===== src/rtl/load_register.sv =====
// Edge-triggered WIDTH-bit storage cell with synchronous load and asynchronous clear.
// Used as one architectural register of the 32-entry register file.
module load_register #(
  parameter int unsigned       WIDTH       = 32,
  parameter logic [WIDTH-1:0]  RESET_VALUE = '0
) (
  input  logic             clk,
  input  logic             reset,
  input  logic             load,
  input  logic [WIDTH-1:0] in,
  output logic [WIDTH-1:0] out
);

  // The declaration initialiser gives RESET_VALUE at power-up, so entries are never X
  // in a register file that ties reset low.
  logic [WIDTH-1:0] stored = RESET_VALUE;

  always_ff @(posedge clk or posedge reset) begin
    if (reset) begin
      stored <= RESET_VALUE;
    end else if (load) begin
      stored <= in;
    end
  end

  assign out = stored;

endmodule


===== config.mk =====
export PLATFORM = sky130hd
export DESIGN_NAME = load_register
export DESIGN_NICKNAME = d
export VERILOG_FILES = /design/src/rtl/load_register.sv
export SDC_FILE = /design/constraint.sdc
export NUM_CORES = 1
export LEC_CHECK = 0
export CAP_MARGIN = 20
export CORE_ASPECT_RATIO = 0.75
export CORE_MARGIN = 2
export CORE_UTILIZATION = 39
export CTS_CLUSTER_DIAMETER = 80
export DETAILED_ROUTE_END_ITERATION = 10
export GPL_TIMING_DRIVEN = 0
export PLACE_DENSITY = 0.85
export SYNTH_ARGS = -nofsm -noshare
export SYNTH_HDL_FRONTEND = slang
export SYNTH_SLANG_ARGS = --single-unit

===== constraint.sdc =====
create_clock -name clk -period 1.4 [get_ports clk]
set_clock_uncertainty 0.2 [all_clocks]
set_input_delay 0.14 -clock clk [delete_from_list [all_inputs] [get_ports clk]]
set_output_delay 0.14 -clock clk [all_outputs]
set_load 0.05 [all_outputs]

==> impl_metrics.py <==
metrics = {
    "placed_design": {
        "gp_congestion": 0.6726,
        "io_buffers": 65,
        "dpl.hpwl_mm": 2.192,
    },
    "timing": {
        "period_share_pct": 97.41,
        "hold_violations": 0,
        "timing.final.crit_period_ns": 1.364,
        "rsz0062_at_grt": "false",
        "timing.fmax_mhz": 733.3,
        "tns_ns": 0,
        "worstMarginPinSlew_ns": 0.6576,
        "setup_viol": 0,
        "maxSlewViolCount": 0,
        "slew_headroom_pct": 56.11,
    },
    "power_and_ir_drop": {
        "power_density_nw_per_um2": 1181,
        "clkPwrFrac_pct": 27.2,
        "power_frac_seq_pct": 41.0,
        "leakage_nw": 1.011,
        "p_int_mw": 1.783,
        "power_switching_mw": 0.8291,
        "power_mw": 2.612,
        "ir_drop_mv": 0.8099,
        "swShare_pct": 31.74,
        "comb_power_share_pct": 31.8,
    },
    "clocking": {
        "clk-insertion-delay-late_ns": 0.27,
        "root_buffer": "clkbuf_8",
        "path_clk_slew_ns": 0.06,
        "clock_sinks": 32,
        "cts.htree.levels": 2,
        "cts_buffers": 5,
        "cts_buffer_depth": 2,
        "cts_tree": "yes",
    },
    "routing": {
        "dr_total_vias": 848,
        "final_antenna_net_count": 0,
        "first_pass_iters": 2,
        "post-route-drc-count": 0,
        "wl_per_cell_um": 15.85,
        "drt-initial-drc-count": 15,
        "wirelength_mm": 2.917,
        "vias_per_cell": 4.609,
    },
    "layout": {
        "drive_above_1_share_pct": 52.08,
        "diodes": 0,
        "final_nets": 178,
        "final_cell_mix": "clkdlybuf4s50_1 (33), dfrtp_1 (32), clkdlybuf4s15_2 (31)",
        "largest_register_ffs": 32,
        "final_common_cell": "clkdlybuf4s50_1",
        "area_growth_pct": 63.91,
    },
    "floorplan": {
        "initial_utilization_pct": 41.02,
        "die_x_um": 71.91,
        "rows": 18,
        "die_h_um": 54.93,
        "ioPinCount": 67,
        "die_area_um2": 3950,
        "core-area_um2": 3288,
    },
    "setup_path": {
        "r2r_cells": 1,
        "cp.arrival_ns": 1.02,
        "crit_chain": "clkdlybuf4s15_2",
        "cpPeakStageDelay_ns": 0.38,
        "rrSetupSlack_ns": 0.42,
        "cp-end-kind": "primary output",
        "worst_setup_path_start_kind": "flip-flop",
        "timing.rr.end": "out[6]",
        "worstSetupPathType": "flip-flop to primary output",
        "cp.buffers_inverters": 1,
        "crit_required_ns": 1.06,
        "path_delay_family": "buffers and inverters",
        "cpMaxStageDelayCell": "clkdlybuf4s15_2",
        "cp_max_fo": 2,
        "rr_startpoint": "out[6]",
    },
    "global_routing": {
        "grt_max_degree": 18,
        "first_global_vias": 863,
        "grt_antenna_before_repair": 0,
        "grt_pass1_wl_mm": 4.195,
        "grt_overflow": 0,
        "track_usage_pct": 14.98,
    },
    "status": {
        "outcome": "complete, no violations",
    },
    "synth": {
        "synthesis.nets": 104,
        "synth_area_um2": 1349,
        "syn_avg_cell_area_um2": 19.55,
        "synth_seq_area_share_pct": 59.37,
        "syn_inst": 69,
        "yosys_warnings": 0,
        "yosys.area.top_type": "dfrtp_1",
        "ys_seq_elements": 32,
        "synth.top_cells.by_area": "dfrtp_1 (59%), mux2_4 (33%), buf_12 (4.5%)",
        "synth_top_area_share_pct": 59.37,
        "yosys.cell_types.count": 6,
    },
    "worst_hold_path": {
        "hold_class": "input port to asynchronous set/reset pin",
    },
    "run": {
        "max_cap_violations": 0,
    },
}
cell usage after synthesis:
library cell	n
buf_12	3
mux2_4	30
buf_6	1
dfrtp_1	32
mux2_2	2
inv_1	1
power groups by stage:
stage / sequential [mW] / combinational [mW] / clock (mW)
3_5_place_dp: 1.09 / 0.860 / 0
4_1_cts: 1.07 / 0.839 / 0.728
3_3_place_gp: 1.08 / 0.837 / 0
6_report: 1.07 / 0.829 / 0.711
2_1_floorplan: 1.41 / 0.204 / 0
5_1_grt: 1.08 / 0.860 / 0.779
area by class of cell:
class                   count  area, um^2
plain buffers               4       71.32
clock buffers               8       90.09
fillers                   218        1077
inverters                   1       3.754
multi-input cells          32       473.0
flip-flops and latches     32       800.8
well taps                  40       50.05
repair buffers             67       721.9
metal layers:
layer | share of wire [%] | GRT usage [%]
met4 | 2.6 | 7.547
met2 | 55 | 26.23
met1 | 37 | 16.38
met3 | 4.5 | 5.797
met5 | 0 | 0
how the worst max path moves through the flow:
stage	from	end	slack, ns	cells past startpoint
after floorplan	out[0]	out[0]	0.21	1
after CTS	out[6]	out[6]	0.02	1
after global routing	out[8]	out[8]	0.0007	1
after detailed placement	out[6]	out[6]	-0.11	1
final	out[26]	out[26]	0.04	1
after global placement	reset	out[0]	-0.32	2
stage by stage:
| stage | util [%] | hold slack, ns | cell area (um^2) | instances | setup slack, ns |
|---|---|---|---|---|---|
| 3_5_place_dp | 63.17 | 0.2490 | 2077 | 175 | -0.1059 |
| 5_1_grt | 67.24 | 0.1345 | 2211 | 184 | 0.0006767 |
| 4_1_cts | 67.43 | 0.08021 | 2217 | 184 | 0.02320 |
| 2_1_floorplan | - | 0.05620 | 1349 | 69 | 0.2057 |
| 6_report | 67.24 | 0.06114 | 2211 | 184 | 0.03629 |
| 3_3_place_gp | 62.33 | 0.2453 | 2049 | 174 | -0.3176 |
logic make-up (layout without fill, tap and decap cells):
| logic type | Yosys count | count (layout) | share of synthesized area (%) |
|---|---|---|---|
| multiplexers | 32 | 32 | 35.06 |
| flip-flops | 32 | 32 | 59.37 |
| buffers and inverters | 5 | 80 | 5.566 |
what timing repair did:
item	CTS	global route
setup endpoints to repair	32	1
hold buffers	1	0
pin swaps	0	0
endpoints found under the hold margin	2	0
setup buffers	0	0
cloned	0	0
resized for setup	96	2
Note: power is estimated with default switching activity, not from simulation.
